[config.mk]
export PLATFORM = sky130hd
export DESIGN_NAME = truth_table_sweeper
export DESIGN_NICKNAME = d
export VERILOG_FILES = /design/src/rtl/truth_table_sweeper.sv
export SDC_FILE = /design/constraint.sdc
export NUM_CORES = 1
export LEC_CHECK = 0
export ABC_AREA = 1
export CAP_MARGIN = 20
export CORE_ASPECT_RATIO = 1.2
export CORE_UTILIZATION = 35
export DETAILED_ROUTE_END_ITERATION = 10
export HOLD_SLACK_MARGIN = 0.03
export REMOVE_ABC_BUFFERS = 1
export SYNTH_ARGS = -nofsm -noshare
export SYNTH_HDL_FRONTEND = slang
export SYNTH_SLANG_ARGS = --single-unit
[constraint.sdc]
create_clock -name clk -period 1.96 [get_ports clk]
set_clock_uncertainty 0.2 [all_clocks]
set_input_delay 0.392 -clock clk [delete_from_list [all_inputs] [get_ports clk]]
set_output_delay 0.392 -clock clk [all_outputs]
set_load 0.01 [all_outputs]
[src/rtl/truth_table_sweeper.sv]
// Exhaustive truth-table sweeper: walks every input vector of a small
// combinational block in binary or reflected-Gray order, holds each vector for
// HOLD cycles, samples the block's output at the end of the hold window and
// compares it against the EXPECT truth table.
module truth_table_sweeper #(
  parameter int unsigned             N_IN   = 3,
  parameter int unsigned             HOLD   = 10,
  parameter logic [(1<<N_IN)-1:0]    EXPECT = 8'hE8
) (
  input  logic            clk,
  input  logic            reset,
  input  logic            start,
  input  logic            gray_mode,
  input  logic            dut_out,
  output logic [N_IN-1:0] stim,
  output logic            busy,
  output logic            sample_valid,
  output logic            mismatch,
  output logic            done,
  output logic            pass,
  output logic [N_IN:0]   err_count,
  output logic [N_IN-1:0] first_fail,
  output logic            first_fail_valid
);

  localparam int unsigned N_VEC = 1 << N_IN;
  localparam int unsigned EW    = N_IN + 1;
  localparam int unsigned HCW   = (HOLD > 1) ? $clog2(HOLD) : 1;

  localparam logic [N_IN-1:0] IDX_LAST  = N_IN'(N_VEC - 1);
  localparam logic [HCW-1:0]  HOLD_LAST = HCW'(HOLD - 1);

  typedef enum logic [1:0] {
    S_IDLE  = 2'd0,
    S_DRIVE = 2'd1,
    S_DONE  = 2'd2
  } state_t;

  state_t          state_q, state_d;
  logic [N_IN-1:0] idx_q, idx_d;
  logic [HCW-1:0]  hold_q, hold_d;
  logic            mode_q, mode_d;
  logic [N_IN-1:0] stim_q, stim_d;
  logic            busy_q, busy_d;
  logic            sv_q, sv_d;
  logic            mm_q, mm_d;
  logic            done_q, done_d;
  logic            pass_q, pass_d;
  logic [EW-1:0]   err_q, err_d;
  logic [N_IN-1:0] ff_q, ff_d;
  logic            ffv_q, ffv_d;

  logic            miss_c;
  logic [N_IN-1:0] idx_inc_c;

  // Maps the sweep index to the driven vector in the selected order.
  function automatic logic [N_IN-1:0] map_vec(input logic [N_IN-1:0] i,
                                              input logic            gray);
    return gray ? (i ^ (i >> 1)) : i;
  endfunction

  // Next-state and registered-output logic for the sweep sequencer.
  always_comb begin
    state_d   = state_q;
    idx_d     = idx_q;
    hold_d    = hold_q;
    mode_d    = mode_q;
    stim_d    = stim_q;
    busy_d    = busy_q;
    sv_d      = 1'b0;
    mm_d      = 1'b0;
    done_d    = done_q;
    pass_d    = pass_q;
    err_d     = err_q;
    ff_d      = ff_q;
    ffv_d     = ffv_q;
    miss_c    = (dut_out != EXPECT[stim_q]);
    idx_inc_c = idx_q + N_IN'(1);

    case (state_q)
      S_IDLE, S_DONE: begin
        // A new sweep clears every result; done drops on the accepting edge.
        if (start) begin
          state_d = S_DRIVE;
          idx_d   = '0;
          hold_d  = '0;
          mode_d  = gray_mode;
          stim_d  = '0;
          busy_d  = 1'b1;
          done_d  = 1'b0;
          pass_d  = 1'b0;
          err_d   = '0;
          ff_d    = '0;
          ffv_d   = 1'b0;
        end
      end
      S_DRIVE: begin
        hold_d = hold_q + HCW'(1);
        if (hold_q == HOLD_LAST) begin
          sv_d = 1'b1;
          mm_d = miss_c;
          if (miss_c) begin
            err_d = err_q + EW'(1);
            if (!ffv_q) begin
              ff_d  = stim_q;
              ffv_d = 1'b1;
            end
          end
          if (idx_q == IDX_LAST) begin
            // Last vector: stim keeps the final vector while results are held.
            state_d = S_DONE;
            hold_d  = '0;
            busy_d  = 1'b0;
            done_d  = 1'b1;
            pass_d  = (err_d == '0);
          end else begin
            idx_d  = idx_inc_c;
            hold_d = '0;
            stim_d = map_vec(idx_inc_c, mode_q);
          end
        end
      end
      default: begin
        state_d = S_IDLE;
      end
    endcase
  end

  // State and output registers; reset discards any partial sweep.
  always_ff @(posedge clk) begin
    if (reset) begin
      state_q <= S_IDLE;
      idx_q   <= '0;
      hold_q  <= '0;
      mode_q  <= 1'b0;
      stim_q  <= '0;
      busy_q  <= 1'b0;
      sv_q    <= 1'b0;
      mm_q    <= 1'b0;
      done_q  <= 1'b0;
      pass_q  <= 1'b0;
      err_q   <= '0;
      ff_q    <= '0;
      ffv_q   <= 1'b0;
    end else begin
      state_q <= state_d;
      idx_q   <= idx_d;
      hold_q  <= hold_d;
      mode_q  <= mode_d;
      stim_q  <= stim_d;
      busy_q  <= busy_d;
      sv_q    <= sv_d;
      mm_q    <= mm_d;
      done_q  <= done_d;
      pass_q  <= pass_d;
      err_q   <= err_d;
      ff_q    <= ff_d;
      ffv_q   <= ffv_d;
    end
  end

  assign stim             = stim_q;
  assign busy             = busy_q;
  assign sample_valid     = sv_q;
  assign mismatch         = mm_q;
  assign done             = done_q;
  assign pass             = pass_q;
  assign err_count        = err_q;
  assign first_fail       = ff_q;
  assign first_fail_valid = ffv_q;

endmodule

==> results of run 1 <==
[registers in the layout (all words and copies together) (netlist names), 2 cells and up, named ones only]
name / flops
err_count: 4
hold_q: 4
first_fail: 3
idx_q: 3
state_q: 2
stim: 2
[metal layers]
metal / global-route usage [%] / vias up / part of all wire (%)
li1: - / 621 / -
met2: 25.0 / 22 / 49
met1: 17.8 / 537 / 46
met3: 3.07 / 4 / 3.3
met5: 0 / - / 0
met4: 5.79 / 0 / 1.6
[metrics by stage]
stage	worst slack, ns	TNS [ns]
floorplan	0.240	0
global placement	0.0284	0
detailed placement	-0.0222	-0.0291
CTS	0.0367	0
global route	0.0198	0
finish	0.0825	0
[cells in the final DEF, fill, tap and decap left out, types with 2 or more instances in the layout]
master	Yosys	routed
a211oi_1	2	2
a21oi_1	15	15
buf_4	1	8
clkbuf_8	0	3
clkdlybuf4s50_1	0	20
dfxtp_1	26	26
ha_1	5	5
inv_1	24	24
inv_2	3	3
nand2_1	42	42
nand2_4	2	2
nand3_1	14	14
nand4_1	2	2
nor2_1	16	16
o21ai_0	8	7
o32ai_1	2	2
[worst min-delay path, stage by stage, from the launching register on]
cell and delay (ns):
dfxtp_1 0.32, nand2_1 0.06, a21oi_1 0.05
[synth_stat cells, types with 2 or more instances]
cell type	instances
inv_1	24
o21ai_0	8
o32ai_1	2
ha_1	5
inv_2	3
nor2_1	16
nand4_1	2
dfxtp_1	26
a21oi_1	15
nand2_1	42
nand3_1	14
a211oi_1	2
nand2_4	2
[logic make-up after synthesis]
family	share of synthesized area (%)
AO/OA/AOI/OAI	14.4
flip-flops	41.6
AND/OR/NAND/NOR	29.6
adder cells (fa/ha/maj)	5.00
buffers and inverters	9.40
[timing repair]
| item | 4_1_cts | 5_1_grt |
|---|---|---|
| resized for setup | 0 | 2 |
| buffers inserted | 0 | 0 |
| endpoints found under the hold margin | 0 | 0 |
| endpoints found under the setup margin | 0 | 5 |
[area by class of cell]
class / instances / area (µm²) / area share, %
clock buffer: 3 / 41.3 / 2.55
sequential: 26 / 520 / 32.2
timing repair buffer: 28 / 260 / 16.1
inverter: 27 / 101 / 6.27
clock inverter: 1 / 30.0 / 1.86
multi-input combinational: 118 / 617 / 38.2
tap: 37 / 46.3 / 2.86
[power by group through the flow]
stage                     Combinational [mW]  Clock, mW  Sequential [mW]
after floorplan                        0.133          0            0.599
after global placement                 0.239          0            0.594
after detailed placement               0.244          0            0.594
after global routing                   0.273      0.468            0.587
final                                  0.243      0.442            0.583
after CTS                              0.245      0.456            0.582
[worst max-delay path by stage]
stage	start	depth (start not counted)	to	slack (ns)
2_1_floorplan	idx_q[0]$_SDFFE_PP0N_	8	flop	0.24
3_3_place_gp	dut_out	12	pass$_SDFFE_PP0P_	0.03
3_5_place_dp	dut_out	10	first_fail[0]$_SDFFE_PP0P_	-0.02
4_1_cts	idx_q[0]$_SDFFE_PP0N_	9	flop	0.04
5_1_grt	err_count[0]$_SDFFE_PP0P_	1	err_count[0]	0.02
6_report	err_count[0]$_SDFFE_PP0P_	1	err_count[0]	0.08
==> results.txt, run 1 <==
Final period utilization: 95.8%
Max-slew headroom: 77.0%
Final hold violation count: 0
Hold Path End: done$_SDFFE_PP0P_
Hold Path Class: reg2reg
Filler cell count: 354
I/O Buffers: 20
Sequential fraction of the synthesis area: 41.6%
Area Growth Syn to Fin: 29.2%
Final GP Congestion: 0.810
GRT Total Usage: 14.6%
Worst slew pin tran: 0.344 ns
Diodes inserted: 0
Area contributors post-synth: dfxtp_1 42%, nand2_1 13%, inv_1 7.2%
Lkg Pwr: 0.736 nW
CP Class: reg2out
Sequential share of power: 46.0%
Power per Cell Area: 784 nW/µm²
Drt total wl: 2650 µm
Worst-Skew Late Latency: 0.27 ns
Share of cells above drive strength 1: 11.3%
Sw Pwr: 0.326 mW
CTS Sinks: 26
Area post-placement: 1540 µm²
Yosys reg bits: 26
Status: completed
Number of placed I/O pins: 21
Antenna violations before repair: 0
Clk buf depth: 2
Setup-failing EPs final: 0
Initial Util: 37.2%
ANT nets after route: 0
CTS tree: done
Critical Path Slowest Stage Cell: clkdlybuf4s50_1
Ys flop type: dfxtp_1
Slew Limit Fails: 0
Placed insts: 236
Full die area: 3820 µm²
Area of the core: 3370 µm²
Fin util: 48.0%
Mapped Cells: 174
Detailed Place HPWL: 2030 µm
Startpoint Class: flop
Tmin final: 1.88 ns
Reg2reg start: idx_q[0]$_SDFFE_PP0N_
Die height: 67.5 µm
Maximum VDD drop: 0.364 mV
Chip width: 56.6 µm
Nets: 214
Syn Std Cell Area: 1250 µm²
Via count: 1184
Clock share of power: 34.9%
Vias in the first global route: 1089
CTS Buf Count: 3
Switching Share: 25.7%
Critical path arrival: 1.29 ns
Largest area contributor in the netlist: dfxtp_1
Crit path max fanout: 6
Peak Freq: 0.533 GHz
# H-tree levels: 1
Average size of a mapped cell: 7.19 µm²
Non-Filler Instances: 240
Hold slack: 0.265 ns
First-pass DRT Iterations: 4
FFs w/ async S/R, synth: 0%
Hold Buf Count CTS: 0
Area fraction of the dominant cell type after synthesis: 41.6%
Combinational Power Share: 19.2%
Register-to-Register Path Depth: 9
Routed length per instance: 11.0 µm
Cell family with the largest share of critical-path delay: buffers and inverters
Internal Power: 0.941 mW
Worst-path clk slew: 0.10 ns
First-pass GRT wire length: 4440 µm
Hold depth: 2
RSZ-0062 raised after global routing: false
Fin area: 1620 µm²
Post-synth EDFFs: 0
CP Buf/Inv Count: 1
Total power: 1.27 mW
YS warnings: 0
Worst Path Required: 1.37 ns
Row cnt: 23
Average vias per placed instance: 4.93
DR DRC count: 0
Root Driver: clkbuf_8
Maximum number of pins on one net before global-route repair: 16
FF-to-FF setup slack: 0.19 ns
Worst setup EP type: primary output
Crit-path cells: clkdlybuf4s50_1
Worst hold path startpoint: done$_SDFFE_PP0P_
Distinct cells, synth: 26
CP peak stage delay: 0.57 ns
Final global-route overflow total: 0
# Max-Cap Violations: 0
DRT iter0 DRCs: 29
Note: power is estimated with default switching activity, not from simulation.
==> inputs of run 2 (changes only) <==
- ABC_AREA: 1 -> 0
- CORE_MARGIN: not set -> 5
==> run 2 against run 1 <==
  * The flow now finishes with violations (negative setup slack)
  * First-iteration DRC count is 34% lower
  * Total power is 14% lower
  * Sequential power is 7.0% lower
  * Count of clock-buffer cells in the layout stayed put
  * Core utilization is 2.6 points higher
  * Flip-flop and latch count stayed put
  * Synthesized cell count is 18% lower
  * Largest cell class unchanged
  * Largest power group unchanged
==> results.txt, run 2 <==
Worst Path Required: 1.93 ns
Maximum number of pins on one net before global-route repair: 29
Crit path setup slack, layout: -0.0894 ns
Critical path arrival: 2.02 ns
Peak Freq: 0.488 GHz
Yosys reg bits: 26
Area Growth Syn to Fin: 41.4%
Lkg Pwr: 0.618 nW
Most frequent cell on the critical path: ha_4
Nets: 188
CTS tree: done
Area fraction of the dominant cell type after synthesis: 44.3%
Chip width: 62.9 µm
Final period utilization: 105%
YS warnings: 0
GRT Total Usage: 13.0%
Average vias per placed instance: 5.14
Final GP Congestion: 0.817
Diodes inserted: 0
Initial Util: 35.8%
Average size of a mapped cell: 8.22 µm²
Post-synth EDFFs: 0
Sequential fraction of the synthesis area: 44.3%
Syn Std Cell Area: 1170 µm²
Mapped Cells: 143
Routed length per instance: 13.1 µm
Antenna violations before repair: 0
Die height: 73.5 µm
First-pass DRT Iterations: 4
Hold Path Class: reg2reg
Ys flop type: dfxtp_1
Synth top cells by count: 26 x dfxtp_1, 22 x nor2_1, 17 x a21oi_1, 14 x nand2_1, 8 x nor3_1
Slew Limit Fails: 0
Setup TNS Final: -0.177 ns
First-pass GRT wire length: 4930 µm
Max-slew headroom: 80.9%
Largest area contributor in the netlist: dfxtp_1
# H-tree levels: 1
FF-to-FF setup slack: -0.09 ns
CTS Sinks: 26
Status: complete, but fails checks
Startpoint Class: flop
Worst slew pin tran: 0.286 ns
Most frequent cell after synthesis: dfxtp_1
Final hold violation count: 0
Setup-failing EPs final: 3
Clk buf depth: 2
Area contributors post-synth: dfxtp_1 44%, a21oi_1 7.2%, nor2_1 7.0%
Most frequent cells in the layout: 22 x nor2_1, 22 x dfxtp_1, 20 x clkdlybuf4s50_1
Crit path max fanout: 4
Worst-Skew Late Latency: 0.27 ns
RSZ-0062 raised after global routing: true
Final global-route overflow total: 0
CP startpoint: idx_q[0]$_SDFFE_PP0N_
Detailed Place HPWL: 2100 µm
Total power: 1.09 mW
Number of placed I/O pins: 21
Critical Path Slowest Stage Cell: or3b_4
Via count: 1099
I/O Buffers: 20
Share of cells above drive strength 1: 20.3%
Drt total wl: 2800 µm
Full die area: 4620 µm²
Reg2reg start: idx_q[0]$_SDFFE_PP0N_
Failing checks: negative setup slack
Distinct cells, synth: 31
Tmin final: 2.05 ns
Worst setup EP type: flop
Placed insts: 209
Maximum VDD drop: 0.541 mV
Area of the core: 3280 µm²
Vias in the first global route: 1124
ANT nets after route: 0
Non-Filler Instances: 214
CTS Buf Count: 3
Filler cell count: 327
FFs w/ async S/R, synth: 0%
Row cnt: 23
# Max-Cap Violations: 0
DRT iter0 DRCs: 19
DR DRC count: 0
Crit-path cells: ha_4, ha_4, or3b_4, a22o_4, a22o_1, nor2_1, o31ai_1
CP Class: reg2reg
Power per Cell Area: 657 nW/µm²
Worst-path clk slew: 0.09 ns
Root Driver: clkbuf_8
Worst hold path startpoint: first_fail[1]$_SDFFE_PP0P_
CP peak stage delay: 0.40 ns
-- run 2: routing by layer --
metal / up-vias / share of wire, % / track usage, %
met5: - / 0 / 0
met4: 0 / 1.4 / 5.19
met3: 4 / 4.0 / 3.06
met2: 14 / 52 / 22.7
met1: 514 / 42 / 15.2
li1: 567 / - / -
-- run 2: final timing paths --
kind	cells after the start	to
worst max-delay path	7	flop
worst min-delay path	2	first_fail[1]$_SDFFE_PP0P_
worst max register to register	7	flop
worst min register to register	2	first_fail[1]$_SDFFE_PP0P_
-- run 2: final cells by class --
class	count	area (µm²)	area share, %
clock buffer	3	41.3	2.48
clock inverter	1	30.0	1.81
inverter	1	3.75	0.226
multi-input combinational	109	674	40.6
sequential	26	526	31.6
tap	37	46.3	2.79
timing repair buffer	37	340	20.5
-- run 2: kinds of logic after synthesis --
kind of cell    synth area share, %
flops                          44.3
fa+ha+maj                      5.32
buf+inv                        2.98
simple gates                   27.4
mux                           0.852
compound gates                 16.9
xor+xnor                       2.24
-- run 2: critical path: cells and delay by family, from the launching register on --
kind | cells | cell delay (ns)
compound gates | 3 | 0.58
fa+ha+maj | 2 | 0.31
flops | 1 | 0.35
simple gates | 2 | 0.50
-- run 2: stage by stage --
| step | hold WS [ns] | util (%) | area [µm²] | worst slack, ns |
|---|---|---|---|---|
| after floorplan | 0.252 | - | 1140 | -0.121 |
| after global placement | 0.246 | 46.4 | 1520 | -0.111 |
| after detailed placement | 0.259 | 46.4 | 1520 | -0.141 |
| after CTS | 0.274 | 50.0 | 1640 | -0.111 |
| after global routing | 0.304 | 50.6 | 1660 | -0.133 |
| final | 0.270 | 50.6 | 1660 | -0.0894 |
-- run 2: what timing repair did --
| item | CTS | global route |
|---|---|---|
| setup buffers | 0 | 1 |
| pin swaps | 7 | 5 |
| endpoints found under the setup margin | 6 | 13 |
| gates resized for setup | 9 | 6 |
| hold buffers | 0 | 0 |
-- run 2: power breakdown --
group | total [mW] | internal, mW | switching, mW
logic | 0.107 | 0.0511 | 0.0557
clock network | 0.443 | 0.273 | 0.170
registers | 0.542 | 0.535 | 0.00674
